## config.mk

```make
export PLATFORM = sky130hd
export DESIGN_NAME = ex_mdu
export DESIGN_NICKNAME = d
export VERILOG_FILES = /design/src/rtl/mdu_pkg.sv /design/src/rtl/mdu_div_core.sv /design/src/rtl/ex_mdu.sv
export SDC_FILE = /design/constraint.sdc
export NUM_CORES = 2
export LEC_CHECK = 0
export BUFFER_PORTS_ARGS = -buffer_cell sky130_fd_sc_hd__buf_2
export CORE_MARGIN = 2
export CORE_UTILIZATION = 60
export DETAILED_ROUTE_END_ITERATION = 8
export GPL_TIMING_DRIVEN = 0
export PLACE_DENSITY = 0.8
export SETUP_SLACK_MARGIN = 0.15
export SLEW_MARGIN = 20
export SYNTH_ARGS = -nofsm -noshare
export SYNTH_HDL_FRONTEND = slang
export SYNTH_SLANG_ARGS = --single-unit
```

## constraint.sdc

```tcl
create_clock -name clk -period 7.6 [get_ports clk]
set_input_delay 0 -clock clk [delete_from_list [all_inputs] [get_ports clk]]
set_output_delay 0 -clock clk [all_outputs]
set_load 0.05 [all_outputs]
```

## src/rtl/mdu_pkg.sv

```systemverilog
// Shared types and parameter checks for the ex_mdu multiply/divide unit.
package mdu_pkg;

    // funct3 encodings of the RV32M/RV64M operations
    typedef enum logic [2:0] {
        OP_MUL    = 3'd0,
        OP_MULH   = 3'd1,
        OP_MULHSU = 3'd2,
        OP_MULHU  = 3'd3,
        OP_DIV    = 3'd4,
        OP_DIVU   = 3'd5,
        OP_REM    = 3'd6,
        OP_REMU   = 3'd7
    } mdu_op_e;

    // Control FSM states of the unit
    typedef enum logic [1:0] {
        ST_IDLE = 2'd0,
        ST_MUL  = 2'd1,
        ST_DIV  = 2'd2,
        ST_DONE = 2'd3
    } mdu_state_e;

    localparam int MUL_STAGES_MIN = 1;
    localparam int MUL_STAGES_MAX = 4;

    // True when the requested multiply pipeline depth is supported
    function automatic bit mul_stages_ok(input int stages);
        return (stages >= MUL_STAGES_MIN) && (stages <= MUL_STAGES_MAX);
    endfunction

endpackage

```

## src/rtl/mdu_div_core.sv

```systemverilog
// Iterative radix-2 restoring divider on unsigned magnitudes.
// One quotient bit per cycle; done pulses for one cycle when the last bit is in.
module mdu_div_core
    import mdu_pkg::*;
#(
    parameter int XLEN = 32
) (
    input  logic            clk,
    input  logic            rst,
    input  logic            start,
    input  logic            abort,
    input  logic [XLEN-1:0] dividend,
    input  logic [XLEN-1:0] divisor,
    output logic [XLEN-1:0] quotient,
    output logic [XLEN-1:0] remainder,
    output logic            done
);

    localparam int CW = $clog2(XLEN + 1);

    logic [CW-1:0]   count;
    logic            busy;
    logic [XLEN-1:0] dsr;
    logic [XLEN:0]   shifted;
    logic [XLEN:0]   diff;

    // Trial subtraction of the divisor from the shifted partial remainder
    always_comb begin
        shifted = {remainder, quotient[XLEN-1]};
        diff    = shifted - {1'b0, dsr};
    end

    // Load operands on start, then retire one quotient bit per cycle
    always_ff @(posedge clk) begin
        if (rst || abort) begin
            busy      <= 1'b0;
            done      <= 1'b0;
            count     <= '0;
            quotient  <= '0;
            remainder <= '0;
            dsr       <= '0;
        end else begin
            done <= 1'b0;
            if (start) begin
                busy      <= 1'b1;
                count     <= CW'(XLEN);
                quotient  <= dividend;
                remainder <= '0;
                dsr       <= divisor;
            end else if (busy) begin
                if (!diff[XLEN]) begin
                    remainder <= diff[XLEN-1:0];
                    quotient  <= {quotient[XLEN-2:0], 1'b1};
                end else begin
                    remainder <= shifted[XLEN-1:0];
                    quotient  <= {quotient[XLEN-2:0], 1'b0};
                end
                count <= count - CW'(1);
                if (count == CW'(1)) begin
                    busy <= 1'b0;
                    done <= 1'b1;
                end
            end
        end
    end

endmodule

```

## src/rtl/ex_mdu.sv

```systemverilog
// Execute-stage multiply/divide unit: multi-cycle MUL*/DIV*/REM* with pipeline stall.
// Optional divide result cache enabled by defining MDU_DIV_CACHE_EN.
module ex_mdu
    import mdu_pkg::*;
#(
    parameter int XLEN       = 32,
    parameter int MUL_STAGES = 2
) (
    input  logic            clk,
    input  logic            rst,
    input  logic            req_valid_i,
    output logic            req_ready_o,
    input  logic [2:0]      op_i,
    input  logic [XLEN-1:0] rs1_i,
    input  logic [XLEN-1:0] rs2_i,
    input  logic [4:0]      reg_w_addr_i,
    input  logic            flush_i,
    output logic            stall_o,
    output logic            res_valid_o,
    output logic            reg_w_ena_o,
    output logic [4:0]      reg_w_addr_o,
    output logic [XLEN-1:0] reg_w_data_o
);

    if (!mul_stages_ok(MUL_STAGES)) begin : g_bad_mul_stages
        $error("ex_mdu: MUL_STAGES must be within 1..4");
    end

    localparam logic [XLEN-1:0] XMIN     = {1'b1, {(XLEN-1){1'b0}}};
    localparam logic [1:0]      MUL_LAST = 2'(MUL_STAGES - 1);

    mdu_state_e      state;
    mdu_op_e         op_in;
    mdu_op_e         op_q;
    logic            accept;
    logic [1:0]      mul_cnt;

    logic [2*XLEN-1:0] mul_a;
    logic [2*XLEN-1:0] mul_b;
    logic [2*XLEN-1:0] mul_prod;
    logic [2*XLEN-1:0] mul_pipe [MUL_STAGES];
    logic [XLEN-1:0]   mul_result;

    logic            div_signed_in;
    logic            rs1_neg;
    logic            rs2_neg;
    logic [XLEN-1:0] mag_a;
    logic [XLEN-1:0] mag_b;
    logic            quick_in;
    logic [XLEN-1:0] quick_q_in;
    logic [XLEN-1:0] quick_r_in;
    logic            quick;
    logic [XLEN-1:0] quick_q_val;
    logic [XLEN-1:0] quick_r_val;
    logic            neg_q;
    logic            neg_r;
    logic            core_start;
    logic            core_done;
    logic [XLEN-1:0] core_q;
    logic [XLEN-1:0] core_r;
    logic [XLEN-1:0] fin_q;
    logic [XLEN-1:0] fin_r;
    logic            is_rem_q;

    logic            cache_hit;
    logic [XLEN-1:0] cache_q;
    logic [XLEN-1:0] cache_r;

    assign op_in       = mdu_op_e'(op_i);
    assign accept      = req_valid_i & (state == ST_IDLE) & ~flush_i;
    assign req_ready_o = (state == ST_IDLE);
    assign stall_o     = (req_valid_i & (state == ST_IDLE) & ~flush_i)
                       | (state == ST_MUL) | (state == ST_DIV);
    assign res_valid_o = (state == ST_DONE) & ~flush_i;
    assign reg_w_ena_o = res_valid_o;

    // Operand extension and full-width product of the incoming request
    always_comb begin
        mul_a    = {{XLEN{((op_in == OP_MULH) || (op_in == OP_MULHSU)) & rs1_i[XLEN-1]}}, rs1_i};
        mul_b    = {{XLEN{(op_in == OP_MULH) & rs2_i[XLEN-1]}}, rs2_i};
        mul_prod = mul_a * mul_b;
    end

    // Free-running product pipe; the FSM picks the last stage at the right time
    always_ff @(posedge clk) begin
        mul_pipe[0] <= mul_prod;
        for (int i = 1; i < MUL_STAGES; i++) begin
            mul_pipe[i] <= mul_pipe[i-1];
        end
    end

    assign mul_result = (op_q == OP_MUL) ? mul_pipe[MUL_STAGES-1][XLEN-1:0]
                                         : mul_pipe[MUL_STAGES-1][2*XLEN-1:XLEN];

    // Divide operand magnitudes and the one-cycle special cases
    always_comb begin
        div_signed_in = (op_in == OP_DIV) || (op_in == OP_REM);
        rs1_neg       = div_signed_in & rs1_i[XLEN-1];
        rs2_neg       = div_signed_in & rs2_i[XLEN-1];
        mag_a         = rs1_neg ? -rs1_i : rs1_i;
        mag_b         = rs2_neg ? -rs2_i : rs2_i;
        quick_in      = 1'b0;
        quick_q_in    = '0;
        quick_r_in    = '0;
        if (rs2_i == '0) begin
            quick_in   = 1'b1;
            quick_q_in = '1;
            quick_r_in = rs1_i;
        end else if (div_signed_in && (rs1_i == XMIN) && (rs2_i == '1)) begin
            quick_in   = 1'b1;
            quick_q_in = XMIN;
            quick_r_in = '0;
        end else if (cache_hit) begin
            quick_in   = 1'b1;
            quick_q_in = cache_q;
            quick_r_in = cache_r;
        end
    end

    assign core_start = accept & op_i[2] & ~quick_in;

    mdu_div_core #(.XLEN(XLEN)) u_div_core (
        .clk       (clk),
        .rst       (rst),
        .start     (core_start),
        .abort     (flush_i),
        .dividend  (mag_a),
        .divisor   (mag_b),
        .quotient  (core_q),
        .remainder (core_r),
        .done      (core_done)
    );

    // Sign fix of the divider output, or the latched quick result
    always_comb begin
        is_rem_q = (op_q == OP_REM) || (op_q == OP_REMU);
        fin_q    = neg_q ? -core_q : core_q;
        fin_r    = neg_r ? -core_r : core_r;
        if (quick) begin
            fin_q = quick_q_val;
            fin_r = quick_r_val;
        end
    end

`ifdef MDU_DIV_CACHE_EN
    logic            cache_valid;
    logic            cache_signed;
    logic [XLEN-1:0] cache_a;
    logic [XLEN-1:0] cache_b;
    logic [XLEN-1:0] rs1_q;
    logic [XLEN-1:0] rs2_q;

    assign cache_hit = cache_valid & (cache_signed == div_signed_in)
                     & (cache_a == rs1_i) & (cache_b == rs2_i);

    // Remember the operands and result of the most recent completed divide
    always_ff @(posedge clk) begin
        if (rst) begin
            cache_valid  <= 1'b0;
            cache_signed <= 1'b0;
            cache_a      <= '0;
            cache_b      <= '0;
            cache_q      <= '0;
            cache_r      <= '0;
            rs1_q        <= '0;
            rs2_q        <= '0;
        end else begin
            if (accept) begin
                rs1_q <= rs1_i;
                rs2_q <= rs2_i;
            end
            if ((state == ST_DIV) && !flush_i && (quick || core_done)) begin
                cache_valid  <= 1'b1;
                cache_signed <= (op_q == OP_DIV) || (op_q == OP_REM);
                cache_a      <= rs1_q;
                cache_b      <= rs2_q;
                cache_q      <= fin_q;
                cache_r      <= fin_r;
            end
        end
    end
`else
    assign cache_hit = 1'b0;
    assign cache_q   = '0;
    assign cache_r   = '0;
`endif

    // Control FSM: accept, wait for multiply/divide, present the result for one cycle
    always_ff @(posedge clk) begin
        if (rst) begin
            state        <= ST_IDLE;
            op_q         <= OP_MUL;
            mul_cnt      <= '0;
            quick        <= 1'b0;
            quick_q_val  <= '0;
            quick_r_val  <= '0;
            neg_q        <= 1'b0;
            neg_r        <= 1'b0;
            reg_w_addr_o <= '0;
            reg_w_data_o <= '0;
        end else begin
            case (state)
                ST_IDLE: begin
                    if (accept) begin
                        op_q         <= op_in;
                        reg_w_addr_o <= reg_w_addr_i;
                        mul_cnt      <= MUL_LAST;
                        quick        <= quick_in;
                        quick_q_val  <= quick_q_in;
                        quick_r_val  <= quick_r_in;
                        neg_q        <= rs1_neg ^ rs2_neg;
                        neg_r        <= rs1_neg;
                        state        <= op_i[2] ? ST_DIV : ST_MUL;
                    end
                end
                ST_MUL: begin
                    if (flush_i) begin
                        state <= ST_IDLE;
                    end else if (mul_cnt == 2'd0) begin
                        reg_w_data_o <= mul_result;
                        state        <= ST_DONE;
                    end else begin
                        mul_cnt <= mul_cnt - 2'd1;
                    end
                end
                ST_DIV: begin
                    if (flush_i) begin
                        state <= ST_IDLE;
                    end else if (quick || core_done) begin
                        reg_w_data_o <= is_rem_q ? fin_r : fin_q;
                        state        <= ST_DONE;
                    end
                end
                default: begin
                    state <= ST_IDLE;
                end
            endcase
        end
    end

endmodule

```

# After elaboration in Yosys (flattened, before gate mapping)
# Memories as Yosys holds them, arrays and structs flattened.
# Cells that the tools add are included.
# word_totals
ff_bits	215
ramBits	128
input_bits	76
out_inout_bits	41
elab_cells	120
n_memories	1
# mem_list
name	words	width	read_ports	rd_clocked_by_memory_dff	write_ports	line_no	rtl
mul_pipe	2	64	2	0	2	ex_mdu.sv:41	logic [2*XLEN-1:0] mul_pipe [MUL_STAGES];
# op_classes
addsub	7
n_mul	1
n_eq_ne	20
n_mux	39
n_bitwise	15
n_reduce_logical	20
# ops
operator	n
$mux W32	18
$neg A32 Y32	4
$eq A32 B32 Y1 const B	2
$mul A33 B33 Y64	1
$pmux W32 S2	1
$sub A33 B32 Y33	1
$logic_not A32 Y1	1
$mux W2	9
$eq A3 B3 Y1 const B	4
$mux W6	2
$and A1 B1 Y1	9
$mux W1	7
$eq A6 B1 Y1 const B	1
$ne A2 B1 Y1 const B	3
$ne A2 B2 Y1 const B	3
$ne A3 B2 Y1 const B	2
$pmux W2 S3	1
$reduce_bool A2 Y1	3
$sub A6 B1 Y6 const B	1
$logic_or A1 B1 Y1	5
$reduce_and A5 Y1	1
$eq A2 B2 Y1 const B	2
$logic_not A2 Y1	2
$pmux W2 S2	1
14 further kinds	18

# Longest topological paths before layout
# depth
word_depth	9
depth_mapped	32

# By module
# Synthesis repeated with hierarchy kept, for this count alone.
# unflattened
hier_cells	6138
area_unflattened_um2	53837.9
# modules_own_cells
mod	instances	cells_each	area_per_inst_um2	seq_area_each_um2
ex_mdu	1	5352	47494.3	4184.0
mdu_div_core	1	786	6343.6	2082.0

# Worst setup path after synthesis
# No wires, ideal clock.
# synth_timing
path_type	input-to-reg
startpoint	in op_i[0]
endpoint	mem mul_pipe[0][63] (netlist bit)
setup_ns	0.121
t_arrival_ns	7.862
t_required_ns	7.479
slack_ns	-0.383
cell_stages	31
cell_sequence	xnor2_1 -> nor2_1 -> and2_0 -> clkbuf_1 -> nand2_1 -> inv_1 -> fa_1 -> inv_1 -> fa_1 -> inv_1 -> fa_1 -> inv_1 -> fa_1 -> inv_1 -> fa_1 -> fa_1 -> inv_1 -> fa_1 -> fa_1 -> inv_1 -> ha_1 -> a21oi_1 -> o21ai_0 -> a221o_1 -> a21o_1 -> a21o_1 -> a21oi_1 -> o21bai_1 -> a21oi_1 -> o21ai_0 -> xnor2_1
# synth_rtl
item	line_no	rtl
start, declared	ex_mdu.sv:13	input logic [2:0] op_i,
end, declared	ex_mdu.sv:41	

==> flow_summary.yaml <==
synthesis:
  yosysSeqAreaShare_pct: 11.7
  synth_cell_types: 81
  syn_area_per_cell_um2: 8.79
  ys_warn_count: 0
  synth_nets: 7533
  syn_inst: 6074
  syn-cell-area_um2: 53400
  synthFlopType: "dfxtp_1"
  ys_seq_elements: 312
  synthArstFlopShare_pct: 0
  synth_edf_count: 0
sta:
  whs_ns: -0.000291
  finalClockSkew_ns: 0.0308
  rsz0062_at_grt: "yes"
  clock.fmax_mhz: 134
  layout_min_cycle_time_ns: 7.48
  finalHoldViolCount: 1
  drv_slew: 0
  max_slew.worst_pin.slew_ns: 1.09
  slew_headroom_pct: 27.4
  setup_viol: 0
  min_period_over_period_pct: 98.4
clock_network:
  cts_buffer_depth: 3
  cts_num_sinks: 312
  cts_tree: "built"
  htree_levels: 1
  clock-root-buffer: "clkbuf_16"
  clk_pin_slew_ns: 0.06
  cts_buffers: 31
  clock_latency_ns: 0.58
worst_setup_path:
  r2r_setup_slack_ns: 3.10
  required_ns: 8.05
  startpoint_type: "primary input"
  crit_path_end_kind: "flip-flop"
  path_max_fanout: 11
  arrival_ns: 7.93
  worstSetupPathType: "in2reg"
floorplan:
  core-area_um2: 88200
  rows: 109
  die_w_um: 302
  ios: 117
  start_util_pct: 60.5
  die_y_um: 302
  die-area_um2: 91400
final_layout:
  drive_gt1_share_pct: 8.76
  nFillCells: 7172
  fin_nets: 7724
  area_growth_pct: 9.46
  finalCoreUtilization_pct: 66.3
  final_cells: 7478
  fin_area_um2: 58500
detailed_routing:
  first_iter_violations: 5209
  drtPass1Iterations: 7
  wl_per_cell_um: 27.0
  drtAntennaViolNets: 0
  wl_um: 202000
  viasPerCell: 6.08
  remaining_drc_errors: 0
  vias: 45500
status:
  failed_checks: "hold timing"
  outcome: "complete, but fails checks"
placement:
  dp.cells: 7315
  gp_congestion: 1.06
  placed_area_um2: 55400
  io_buffer_count: 76
  post-dp-hpwl_um: 163000
job:
  drv_cap: 0
global_route:
  grt_pass1_vias: 45600
  grt_pass1_wl_um: 293000
  antenna_found_initial: 22
  track_usage_pct: 44.5
  grt_max_degree: 25
  grt_overflow_total: 0
min_path:
  min-delay-path-class: "in2reg"
## worst paths after layout
check	from	end	cells past startpoint
min reg2reg	mul_pipe[0][15]	mul_pipe[0][79]	0
min	rs1_i[18]	u_div_core.quotient[18]	4
max reg2reg	u_div_core.remainder[1]	u_div_core.remainder[16]	12
max	rs2_i[5]	mul_pipe[0][58]	25
## routing by layer
layer	up-vias	global-route usage (%)	part of all wire, %
li1	18800	-	-
met1	22700	56.1	35
met2	3189	64.7	42
met3	772	14.6	14
met4	28	31.4	8.9
met5	-	1.66	0.091
## worst max-delay path, cell delays in order
cell,delay (ns)
buf_2,0.38
buf_2,0.39
nand2_1,0.12
fa_1,0.49
fa_1,0.50
inv_1,0.05
fa_1,0.52
fa_1,0.57
inv_1,0.05
fa_1,0.48
fa_1,0.53
fa_1,0.49
inv_1,0.05
fa_1,0.57
ha_1,0.33
clkbuf_2,0.22
nand2_1,0.13
or3_4,0.43
or3_4,0.41
o2bb2ai_4,0.16
a311oi_4,0.08
o211ai_1,0.36
a21oi_2,0.13
o21bai_1,0.17
xor2_1,0.29
## cell families (layout without fill, tap and decap cells)
family / count (synthesis) / count (layout) / share of synthesized area (%)
flops: 312 / 312 / 11.7
mux: 93 / 93 / 1.91
other cells: 0 / 24 / 0
fa+ha+maj: 1383 / 1383 / 48.2
buf+inv: 1606 / 1821 / 11.3
simple gates: 1788 / 1788 / 15.2
compound gates: 668 / 668 / 7.95
xor+xnor: 224 / 224 / 3.67
## cells in the mapped netlist, types with 5 or more instances
| library cell | count | area, um^2 |
|---|---|---|
| a211o_1 | 6 | 52.6 |
| a211oi_1 | 79 | 593 |
| a21o_1 | 54 | 405 |
| a21oi_1 | 221 | 1110 |
| a221oi_1 | 5 | 43.8 |
| a311oi_1 | 5 | 43.8 |
| a31oi_1 | 17 | 106 |
| and2_1 | 285 | 1780 |
| and3_1 | 20 | 125 |
| and4_1 | 6 | 52.6 |
| buf_1 | 87 | 327 |
| buf_2 | 10 | 50.1 |
| clkbuf_1 | 284 | 1070 |
| dfxtp_1 | 312 | 6250 |
| fa_1 | 1126 | 22500 |
| ha_1 | 257 | 3220 |
| inv_1 | 1222 | 4590 |
| mux2i_1 | 83 | 831 |
| mux4_2 | 7 | 158 |
| nand2_1 | 982 | 3690 |
| nand2b_1 | 18 | 113 |
| nand3_1 | 65 | 325 |
| nand4_1 | 25 | 156 |
| nor2_1 | 240 | 901 |
| nor2b_1 | 20 | 125 |
| nor3_1 | 39 | 195 |
| nor4_1 | 12 | 75.1 |
| o211a_1 | 6 | 60.1 |
| o211ai_1 | 28 | 210 |
| o21a_1 | 15 | 113 |
| o21ai_0 | 120 | 601 |
| o21bai_1 | 13 | 97.6 |
| o22ai_1 | 7 | 43.8 |
| o311ai_0 | 10 | 87.6 |
| o31ai_1 | 36 | 270 |
| o41ai_1 | 15 | 131 |
| or2_2 | 7 | 43.8 |
| or3_1 | 23 | 144 |
| or4_1 | 17 | 128 |
| xnor2_1 | 131 | 1150 |
| xor2_1 | 93 | 815 |
## sequential cells by signal, summed over array words and instances (netlist names), 3 cells and up
name                  cells
u_div_core.count          6
u_div_core.quotient      32
reg_w_data_o             32
u_div_core.dsr           32
u_div_core.remainder     32
reg_w_addr_o              5
op_q                      3
quick_r_val              32
mul_pipe                128
## final cells by class
type / instances / area, um^2 / area share (%)
Buffer: 366 / 2020 / 3.45
Multi-Input combinational cell: 4156 / 41600 / 71.2
Clock inverter: 18 / 263 / 0.449
Inverter: 1223 / 4610 / 7.88
Tap cell: 1165 / 1460 / 2.49
Sequential cell: 312 / 6250 / 10.7
Timing Repair Buffer: 175 / 1320 / 2.26
Antenna cell: 24 / 60.1 / 0.103
Clock buffer: 39 / 866 / 1.48
## placed cells by master (no fill, tap or decap), drive strengths merged, types with 39 or more instances in the layout
cell type	count
clkbuf	295
a21o	54
dlygate4sd3	51
buf	233
dfxtp	312
xor2	93
ha	257
a21oi	221
xnor2	131
nor2	241
mux2i	83
inv	1219
o21ai	121
nand3	65
and2	287
nor3	39
nand2	984
fa	1126
a211oi	79
## stage by stage
stage	TNS [ns]	setup slack (ns)	hold slack [ns]
floorplan	0	0.175	0.136
global placement	-55.66	-2.23	0.241
detailed placement	-55.54	-2.27	0.246
CTS	0	0.0798	0.00358
global route	-0.00419	-0.00419	0.00568
finish	0	0.122	-0.000291
## timing repair
action                     4_1_cts  5_1_grt
setup endpoints to repair       42       20
hold endpoints to repair        44        9
pin swaps                       18       61
hold buffers                    42        9
setup buffers                   16       32
resized for setup              292      323
Power is not shown: default switching activity piles up to over one toggle a cycle in this logic, so the estimate is an artifact.
